<file path="src/rtl/branch_hazard_unit_pkg.sv">
// Shared types and constants for the ID-stage branch hazard (stall/flush) controller.
package branch_hazard_unit_pkg;

    localparam int unsigned REG_W = 5;
    localparam int unsigned CNT2_W = 2;

    typedef enum logic {
        IDLE  = 1'b0,
        STALL = 1'b1
    } state_t;

    localparam logic [REG_W-1:0]  REG_ZERO       = 5'd0;
    localparam logic [CNT2_W-1:0] STALL_NONE     = 2'd0;
    localparam logic [CNT2_W-1:0] STALL_ALU      = 2'd1;
    localparam logic [CNT2_W-1:0] STALL_LOAD_EX  = 2'd2;
    localparam logic [CNT2_W-1:0] STALL_LOAD_MEM = 2'd1;
    localparam logic [CNT2_W-1:0] STALL_LOAD_USE = 2'd1;

endpackage

</file>
<file path="src/rtl/branch_hazard_unit_hazard_match.sv">
// One source-vs-destination comparison; $0 and non-writing producers never match.
module hazard_match
    import branch_hazard_unit_pkg::*;
(
    input  logic [REG_W-1:0] src_i,
    input  logic [REG_W-1:0] dst_i,
    input  logic             reg_write_i,
    input  logic             en_i,
    output logic             match_o
);

    assign match_o = en_i && reg_write_i && (src_i != REG_ZERO) && (src_i == dst_i);

endmodule

</file>
<file path="src/rtl/branch_hazard_unit.sv">
// Stall/flush controller for the ID-stage branch path: holds PC and IF/ID, bubbles ID/EX,
// and flushes IF/ID on a resolved taken branch or jump.
module branch_hazard_unit
    import branch_hazard_unit_pkg::*;
#(
    parameter int unsigned CNT_W = 16
) (
    input  logic             Clk,
    input  logic             Reset,
    input  logic             ID_Branch,
    input  logic             ID_Jump,
    input  logic             ID_UsesRt,
    input  logic [REG_W-1:0] rs_ID,
    input  logic [REG_W-1:0] rt_ID,
    input  logic             ID_EX_RegWrite,
    input  logic             ID_EX_MemRead,
    input  logic [REG_W-1:0] ID_EX_rd,
    input  logic             EX_MEM_RegWrite,
    input  logic             EX_MEM_MemRead,
    input  logic [REG_W-1:0] EX_MEM_rd,
    input  logic             BranchTaken,
    output logic             PCWrite,
    output logic             IF_ID_Write,
    output logic             ID_EX_Bubble,
    output logic             IF_ID_Flush,
    output logic             Stalling,
    output logic [CNT_W-1:0] StallCount
);

    state_t              state_q, state_d;
    logic [CNT2_W-1:0]   cnt_q, cnt_d;
    logic [CNT_W-1:0]    stall_cnt_q;
    logic [CNT2_W-1:0]   need_n;
    logic                rs_en, rt_en;
    logic                rs_ex, rt_ex, rs_mem, rt_mem;
    logic                ex_hit, mem_hit;
    logic                stall_raw, stall;

    // A jump carries no register operands, so rs is only examined for non-jumps or branches.
    assign rs_en = ID_Branch | ~ID_Jump;
    assign rt_en = ID_Branch | ID_UsesRt;

    hazard_match u_rs_ex  (.src_i(rs_ID), .dst_i(ID_EX_rd),  .reg_write_i(ID_EX_RegWrite),  .en_i(rs_en), .match_o(rs_ex));
    hazard_match u_rt_ex  (.src_i(rt_ID), .dst_i(ID_EX_rd),  .reg_write_i(ID_EX_RegWrite),  .en_i(rt_en), .match_o(rt_ex));
    hazard_match u_rs_mem (.src_i(rs_ID), .dst_i(EX_MEM_rd), .reg_write_i(EX_MEM_RegWrite), .en_i(rs_en), .match_o(rs_mem));
    hazard_match u_rt_mem (.src_i(rt_ID), .dst_i(EX_MEM_rd), .reg_write_i(EX_MEM_RegWrite), .en_i(rt_en), .match_o(rt_mem));

    assign ex_hit  = rs_ex | rt_ex;
    assign mem_hit = rs_mem | rt_mem;

    // Stall depth: branches compare in ID so need operands earlier than EX-stage consumers.
    always_comb begin
        need_n = STALL_NONE;
        if (ID_Branch) begin
            if (ex_hit) begin
                need_n = ID_EX_MemRead ? STALL_LOAD_EX : STALL_ALU;
            end else if (mem_hit && EX_MEM_MemRead) begin
                need_n = STALL_LOAD_MEM;
            end
        end else if (ex_hit && ID_EX_MemRead) begin
            need_n = STALL_LOAD_USE;
        end
    end

    always_ff @(posedge Clk or posedge Reset) begin
        if (Reset) begin
            state_q <= IDLE;
            cnt_q   <= '0;
        end else begin
            state_q <= state_d;
            cnt_q   <= cnt_d;
        end
    end

    always_comb begin
        state_d   = state_q;
        cnt_d     = cnt_q;
        stall_raw = 1'b0;
        case (state_q)
            IDLE: begin
                if (need_n != STALL_NONE) begin
                    stall_raw = 1'b1;
                    cnt_d     = need_n - CNT2_W'(1);
                    if (need_n > CNT2_W'(1)) begin
                        state_d = STALL;
                    end
                end
            end
            STALL: begin
                stall_raw = 1'b1;
                cnt_d     = (cnt_q == '0) ? '0 : cnt_q - CNT2_W'(1);
                if (cnt_q <= CNT2_W'(1)) begin
                    state_d = IDLE;
                end
            end
            default: state_d = IDLE;
        endcase
    end

    assign stall = stall_raw & ~Reset;

    always_ff @(posedge Clk or posedge Reset) begin
        if (Reset) begin
            stall_cnt_q <= '0;
        end else if (stall && (stall_cnt_q != '1)) begin
            stall_cnt_q <= stall_cnt_q + CNT_W'(1);
        end
    end

    assign PCWrite      = ~stall;
    assign IF_ID_Write  = ~stall;
    assign ID_EX_Bubble = stall;
    assign Stalling     = stall;
    assign IF_ID_Flush  = ~Reset & ~stall & ((ID_Branch & BranchTaken) | ID_Jump);
    assign StallCount   = stall_cnt_q;

endmodule

</file>
<file path="config.mk">
export PLATFORM = sky130hd
export DESIGN_NAME = branch_hazard_unit
export DESIGN_NICKNAME = d
export VERILOG_FILES = /design/src/rtl/branch_hazard_unit_pkg.sv /design/src/rtl/branch_hazard_unit_hazard_match.sv /design/src/rtl/branch_hazard_unit.sv
export SDC_FILE = /design/constraint.sdc
export NUM_CORES = 1
export LEC_CHECK = 0
export CELL_PAD_IN_SITES_DETAIL_PLACEMENT = 1
export CELL_PAD_IN_SITES_GLOBAL_PLACEMENT = 2
export CORE_ASPECT_RATIO = 1.5
export CORE_MARGIN = 3
export CORE_UTILIZATION = 23
export DETAILED_ROUTE_END_ITERATION = 12
export PLACE_DENSITY_LB_ADDON = 0.1
export SLEW_MARGIN = 20
export SYNTH_ARGS = -nofsm -noshare
export SYNTH_HDL_FRONTEND = slang
export SYNTH_HIERARCHICAL = 1
export SYNTH_SLANG_ARGS = --single-unit
</file>
<file path="constraint.sdc">
create_clock -name Clk -period 4.5 [get_ports Clk]
set_input_delay 1.35 -clock Clk [delete_from_list [all_inputs] [get_ports Clk]]
set_output_delay 1.35 -clock Clk [all_outputs]
set_load 0.02 [all_outputs]
</file>
# Yosys cells after proc, flatten, opt, wreduce, memory -nomap -nowiden
# Index checks and enable logic that the tools add are counted.
totals:
  register_bits: 19
  inputBits: 30
  output_inout_bits: 21
  wordCells: 60
op_classes:
  addsub: 3
  magnitude_cmp: 2
  n_eq_ne: 6
  n_mux: 14
  n_bitwise: 13
  n_reduce_logical: 19
op_table:
  columns: ["operator", "n"]
  rows:
  - ["$eq A5 B5 Y1", 4]
  - ["$add A16 B1 Y16 const B", 1]
  - ["$ne A16 B16 Y1 const B", 1]
  - ["$logic_and A1 B1 Y1", 15]
  - ["$mux W2", 5]
  - ["$reduce_bool A5 Y1", 2]
  - ["$mux W1", 6]
  - ["$or A1 B1 Y1", 5]
  - ["$and A1 B1 Y1", 4]
  - ["$not A1 Y1", 4]
  - ["$pmux W1 S2", 2]
  - ["$pmux W2 S2", 1]
  - ["$sub A2 B1 Y2 const B", 2]
  - ["$gt A2 B1 Y1 const B", 1]
  - ["$le A2 B1 Y1 const B", 1]
  - ["$logic_not A2 Y1", 1]
  - ["$ne A2 B2 Y1 const B", 1]
  - ["$reduce_bool A2 Y1", 1]

# Logic depth before layout (Yosys ltp)
depth:
  depth_word: 17
  depth_mapped: 10
  ltp_nobuf: 10

# Hierarchy
# The synthesis kept the hierarchy.
modules_own_cells:
  columns: ["mod", "instances", "cells_per_inst", "area_each_um2", "seq_area_each_um2"]
  rows:
  - ["branch_hazard_unit", 1, 99, 1046.0, 475.5]
  - ["hazard_match", 4, 10, 76.3, 0.0]

# Least setup slack after synthesis
# No wires, ideal clock.
synth_path:
  kind: "input to output"
  start: "in ID_Branch"
  end: "out PCWrite"
  arrival_time_ns: 3.635
  required_time_ns: 3.150
  setup_slack_ns: -0.485
  cell_stages: 10
  path_buffers: 1
  cell_sequence: "or2_2 > o2111ai_1 > nor3b_2 > nor2_1 > mux2_2 > ha_1 > nor2b_2 > nor2_1 > inv_1 > buf_4"
synth_via:
  elab_cells_between_ends: 27
  classes_between: "6 x mux; 6 x bitwise; 15 x reduce/logical"
synth_lines:
  columns: ["item", "line_no", "text"]
  rows:
  - ["start: declaration", "branch_hazard_unit.sv:10", "input logic ID_Branch,"]
  - ["$or A1 B1 Y1 *", "branch_hazard_unit.sv:41", "assign rt_en = ID_Branch | ID_UsesRt;"]
  - ["$logic_and A1 B1 Y1 * (3 in a row)", "branch_hazard_unit_hazard_match.sv:12", "assign match_o = en_i && reg_write_i && (src_i != REG_ZERO) && (src_i == dst_i);"]
  - ["via rt_ex", "branch_hazard_unit.sv:35", "logic rs_ex, rt_ex, rs_mem, rt_mem;"]
  - ["$or A1 B1 Y1 *", "branch_hazard_unit.sv:48", "assign ex_hit = rs_ex | rt_ex;"]
  - ["$logic_and A1 B1 Y1", "branch_hazard_unit.sv:60", "end else if (ex_hit && ID_EX_MemRead) begin"]
  - ["$mux W1", "branch_hazard_unit.sv:60", null]
  - ["$mux W2 *", "branch_hazard_unit.sv:54", "if (ID_Branch) begin"]
  - ["$reduce_bool A2 Y1 *", "branch_hazard_unit.sv:81", "if (need_n != STALL_NONE) begin"]
  - ["$mux W1 *", "branch_hazard_unit.sv:81", null]
  - ["$pmux W1 S2 *", "branch_hazard_unit.sv:79", "case (state_q)"]
  - ["$and A1 B1 Y1 *", "branch_hazard_unit.sv:100", "assign stall = stall_raw & ~Reset;"]
  - ["via ID_EX_Bubble", "branch_hazard_unit.sv:24", "output logic ID_EX_Bubble,"]
  - ["$not A1 Y1 *", null, null]
  - ["end: declaration", "branch_hazard_unit.sv:22", "output logic PCWrite,"]
# Mark *: on every way through the listed nets, which the timed path passes. The rest lies on a longest branch.

# Worst setup path in the final report
layout_path:
  start: "in rs_ID[0]"
  end: "out PCWrite"
layout_via:
  elab_cells_between_ends: 20
  classes_between: "2 x eq/ne; 6 x mux; 4 x bitwise; 8 x reduce/logical"
layout_lines:
  columns: ["item", "line_no", "text"]
  rows:
  - ["start: declaration", "branch_hazard_unit.sv:13", "input logic [REG_W-1:0] rs_ID,"]
  - ["$reduce_bool A5 Y1", "branch_hazard_unit_hazard_match.sv:12", null]
  - ["$logic_and A1 B1 Y1", "branch_hazard_unit_hazard_match.sv:12", null]
  - ["$logic_and A1 B1 Y1 *", "branch_hazard_unit_hazard_match.sv:12", null]
  - ["via rs_ex", "branch_hazard_unit.sv:35", null]
  - ["$or A1 B1 Y1 *", "branch_hazard_unit.sv:48", null]
  - ["$logic_and A1 B1 Y1", "branch_hazard_unit.sv:60", null]
  - ["$mux W1", "branch_hazard_unit.sv:60", null]
  - ["$mux W2 *", "branch_hazard_unit.sv:54", null]
  - ["$reduce_bool A2 Y1 *", "branch_hazard_unit.sv:81", null]
  - ["$mux W1 *", "branch_hazard_unit.sv:81", null]
  - ["$pmux W1 S2 *", "branch_hazard_unit.sv:79", null]
  - ["$and A1 B1 Y1 *", "branch_hazard_unit.sv:100", null]
  - ["$not A1 Y1 *", "branch_hazard_unit.sv:110", "assign PCWrite = ~stall;"]
# Marks and branches as above.

==> impl_metrics.env <==
export IMPL_clk_transition_reported_paths_ns=0.07
export IMPL_remaining_drc_errors=0
export IMPL_grt_overflow_total=0
export IMPL_path_common_cell="sky130_fd_sc_hd__buf_6"
export IMPL_drc_violation_total_after_the_first_tritonroute_iteration=80
export IMPL_final_core_utilization_pct=41.82
export IMPL_dr_total_vias=1387
export IMPL_cts_root_buffer_cell="sky130_fd_sc_hd__clkbuf_8"
export IMPL_postSynthRegisterBits=19
export IMPL_hpwl_um=3929
export IMPL_critical_path_max_stage_delay_ns=0.32
export IMPL_first_pass_grt_wire_length_um=7521
export IMPL_tritoncts_clock_tree="done"
export IMPL_ys_seq_area_share_pct=35.19
export IMPL_power_density_cell_area_nw_per_um2=227.5
export IMPL_min_period_over_period_pct=100.9
export IMPL_io_port_bufs=50
export IMPL_postPlaceCellArea_um2=2052
export IMPL_crit_required_ns=3.15
export IMPL_antennaDiodeCount=0
export IMPL_dr_vias_cell=4.936
export IMPL_vdd_ir_drop_max_v=0.00009775
export IMPL_synthesis_nets=171
export IMPL_grt_pass1_vias=1619
export IMPL_grt_start_max_net_pins=20
export IMPL_tritoncts_num_buffers=3
export IMPL_clock_skew_final_ns=0.005000
export IMPL_synth_top_cells_by_area="sky130_fd_sc_hd__dfrtp_1 (35%), sky130_fd_sc_hd__xnor2_1 (18%), sky130_fd_sc_hd__nand3_1 (4.1%)"
export IMPL_hp_class="reg2reg"
export IMPL_die_width_um=68.59
export IMPL_timing_slew_headroom_pct=49.60
export IMPL_syn_mean_instance_area_um2=9.722
export IMPL_worstPathMaxFanout=4
export IMPL_cts_htree_levels=1
export IMPL_synth_top_area_cell="sky130_fd_sc_hd__dfrtp_1"
export IMPL_max_cap_violations=0
export IMPL_grt_total_usage_pct=14.74
export IMPL_worst_setup_path_start_kind="input pin"
export IMPL_tns_setup_ns=-0.1126
export IMPL_gp_routability_congestion=0.7976
export IMPL_cts_hold_fix_buffers=0
export IMPL_synth_most_common_cell="sky130_fd_sc_hd__xnor2_1"
export IMPL_crit_buf_inv=4
export IMPL_run_status="complete, but fails checks"
export IMPL_antenna_found_initial=0
export IMPL_drtPass1Iterations=3
export IMPL_cts_max_path_buffers=2
export IMPL_grt_setup_unrepaired="true"
export IMPL_crit_slowest_cell="sky130_fd_sc_hd__mux2_4"
export IMPL_initial_standard_cell_utilization_of_the_core_pct=24.24
export IMPL_timing_critical_path_to_type="output pin"
export IMPL_die_y_um=99.88
export IMPL_synthTopCellsByCount="sky130_fd_sc_hd__xnor2_1 (27), sky130_fd_sc_hd__dfrtp_1 (19), sky130_fd_sc_hd__nand3_1 (11), sky130_fd_sc_hd__nand4_1 (8), sky130_fd_sc_hd__inv_1 (7)"
export IMPL_syn_instance_count=139
export IMPL_final_area_um2=2331
export IMPL_die_area_um2=6850
export IMPL_share_of_synthesized_flip_flops_with_an_asynchronous_set_or_reset_pct=100.0
export IMPL_timing_critical_path_cells="buf_6 > buf_6 > xnor2_4 > o2111ai_2 > nor3b_2 > nor2_2 > mux2_4 > ha_4 > nor2b_4 > nor2_4 > inv_2 > buf_6"
export IMPL_violations="setup timing"
export IMPL_preCtsSetupSlack_ns=-1.089
export IMPL_hold_ws_ns=0.5267
export IMPL_drt_total_wl_um=4761
export IMPL_path_delay_family="simple AND/OR/NAND/NOR gates"
export IMPL_insertion_delay_ns=0.26
export IMPL_synthDistinctLibCells=35
export IMPL_primary_flip_flop_cell_chosen_by_synthesis_mapping="sky130_fd_sc_hd__dfrtp_1"
export IMPL_final_setup_viol_count=3
export IMPL_post_route_cells_drive_above_1_share_pct=38.39
export IMPL_route_detailed_wl_per_inst_um=16.94
export IMPL_period_needed_ns=4.539
export IMPL_yosys_warnings=6
export IMPL_coreArea_um2=5574
export IMPL_clock_sink_count=19
export IMPL_number_of_flops_mapped_to_enable_cells_by_yosys=0
export IMPL_io_pins=51
export IMPL_power_leakage_nw=0.9531
export IMPL_final_max_slew_violation_count=0
export IMPL_antenna_left=0
export IMPL_timing_final_hold_violations=0
export IMPL_synth_top_area_share_pct=35.19
export IMPL_max_slew_worst_pin_slew_ns=0.7552
export IMPL_max_freq_ghz=0.2203
export IMPL_critPathKind="in2out"
export IMPL_post_route_worst_setup_slack_ns=-0.03884
export IMPL_fill_cells=644
export IMPL_area_growth_syn_to_layout_pct=72.50
export IMPL_netlist_area_um2=1351
export IMPL_final_nets=244
export IMPL_rows=33
export IMPL_worstPathArrival_ns=3.19
==> worst register-to-register path: stages (launching register included) <==
cell	delay, ns
sky130_fd_sc_hd__dfrtp_1	0.42
sky130_fd_sc_hd__ha_1	0.31
sky130_fd_sc_hd__nand4_1	0.20
sky130_fd_sc_hd__nand4bb_1	0.38
sky130_fd_sc_hd__and2_1	0.28
sky130_fd_sc_hd__mux2_1	0.31
==> final cells by class <==
cell class	instances	area [um^2]	area share (%)
multi-input combinational	111	1065	45.68
inverter	7	26.28	1.127
sequential	19	475.5	20.40
timing repair buffer	70	631.9	27.11
clock buffer	4	45.04	1.932
tap	70	87.58	3.757
==> per-stage QoR <==
| stage | instances | power [W] |
|---|---|---|
| 2_1_floorplan | 139 | 0.0002966 |
| 3_3_place_gp | 272 | 0.0003873 |
| 3_5_place_dp | 272 | 0.0003927 |
| 4_1_cts | 280 | 0.0005276 |
| 5_1_grt | 281 | 0.0005606 |
| 6_report | 281 | 0.0005304 |
==> path summary, 6_finish.rpt <==
path / slack (ns) / end / depth (start not counted) / startpoint
setup / recovery: -0.04 / PCWrite / 12 / rs_ID[0]
hold / removal: 0.53 / cnt_q[0] / 1 / cnt_q[0]
setup reg to reg: 2.48 / StallCount[1] / 5 / StallCount[0]
hold reg to reg: 0.53 / cnt_q[0] / 1 / cnt_q[0]
max in group asynchronous: 2.19 / StallCount[8] / 3 / Reset
min in group asynchronous: 1.83 / StallCount[1] / 3 / Reset
==> flip-flops by register name (all words and copies together), names as in the netlist <==
signal and cells:
state_q 1, StallCount 16, cnt_q 2
==> power breakdown <==
| part | internal [W] | switching, W |
|---|---|---|
| sequential | 0.000193 | 0.0000261 |
| clock | 0.0000631 | 0.0000592 |
| combinational | 0.0000983 | 0.0000910 |
==> placed cells by master, fill, tap and decap left out, drive strengths merged, types with 5 or more instances in the layout <==
| cell type | instances |
|---|---|
| buf | 34 |
| dfrtp | 19 |
| clkdlybuf4s15 | 5 |
| clkbuf | 7 |
| nand2 | 6 |
| clkdlybuf4s50 | 20 |
| inv | 7 |
| nor4 | 5 |
| o21ai | 5 |
| dlygate4sd2 | 8 |
| xnor2 | 27 |
| nand4 | 8 |
| o211ai | 6 |
| nand3 | 11 |
| nor3b | 5 |
==> logic make-up after synthesis <==
family                   synth area share [%]
flip-flops                              35.19
AO/OA/AOI/OAI                           12.41
AND/OR/NAND/NOR                         25.83
buffers and inverters                   3.056
multiplexers                            3.518
XOR/XNOR                                18.15
adder cells (fa/ha/maj)                 1.852
==> metal layers <==
layer,vias to the layer above,GRT usage [%],wire length [um]
li1,662,-,-
met1,674,12.73,1504
met2,44,30.68,2937
met3,7,1.568,201
met4,0,6.738,117
met5,-,0,0
==> what timing repair did <==
action                     4_1_cts  5_1_grt
pin swaps                       24       22
buffers inserted                 4        1
setup endpoints to repair        5        5
gates cloned                     0        0
resized for setup              119       26
Power figures use the tool's default switching activity.
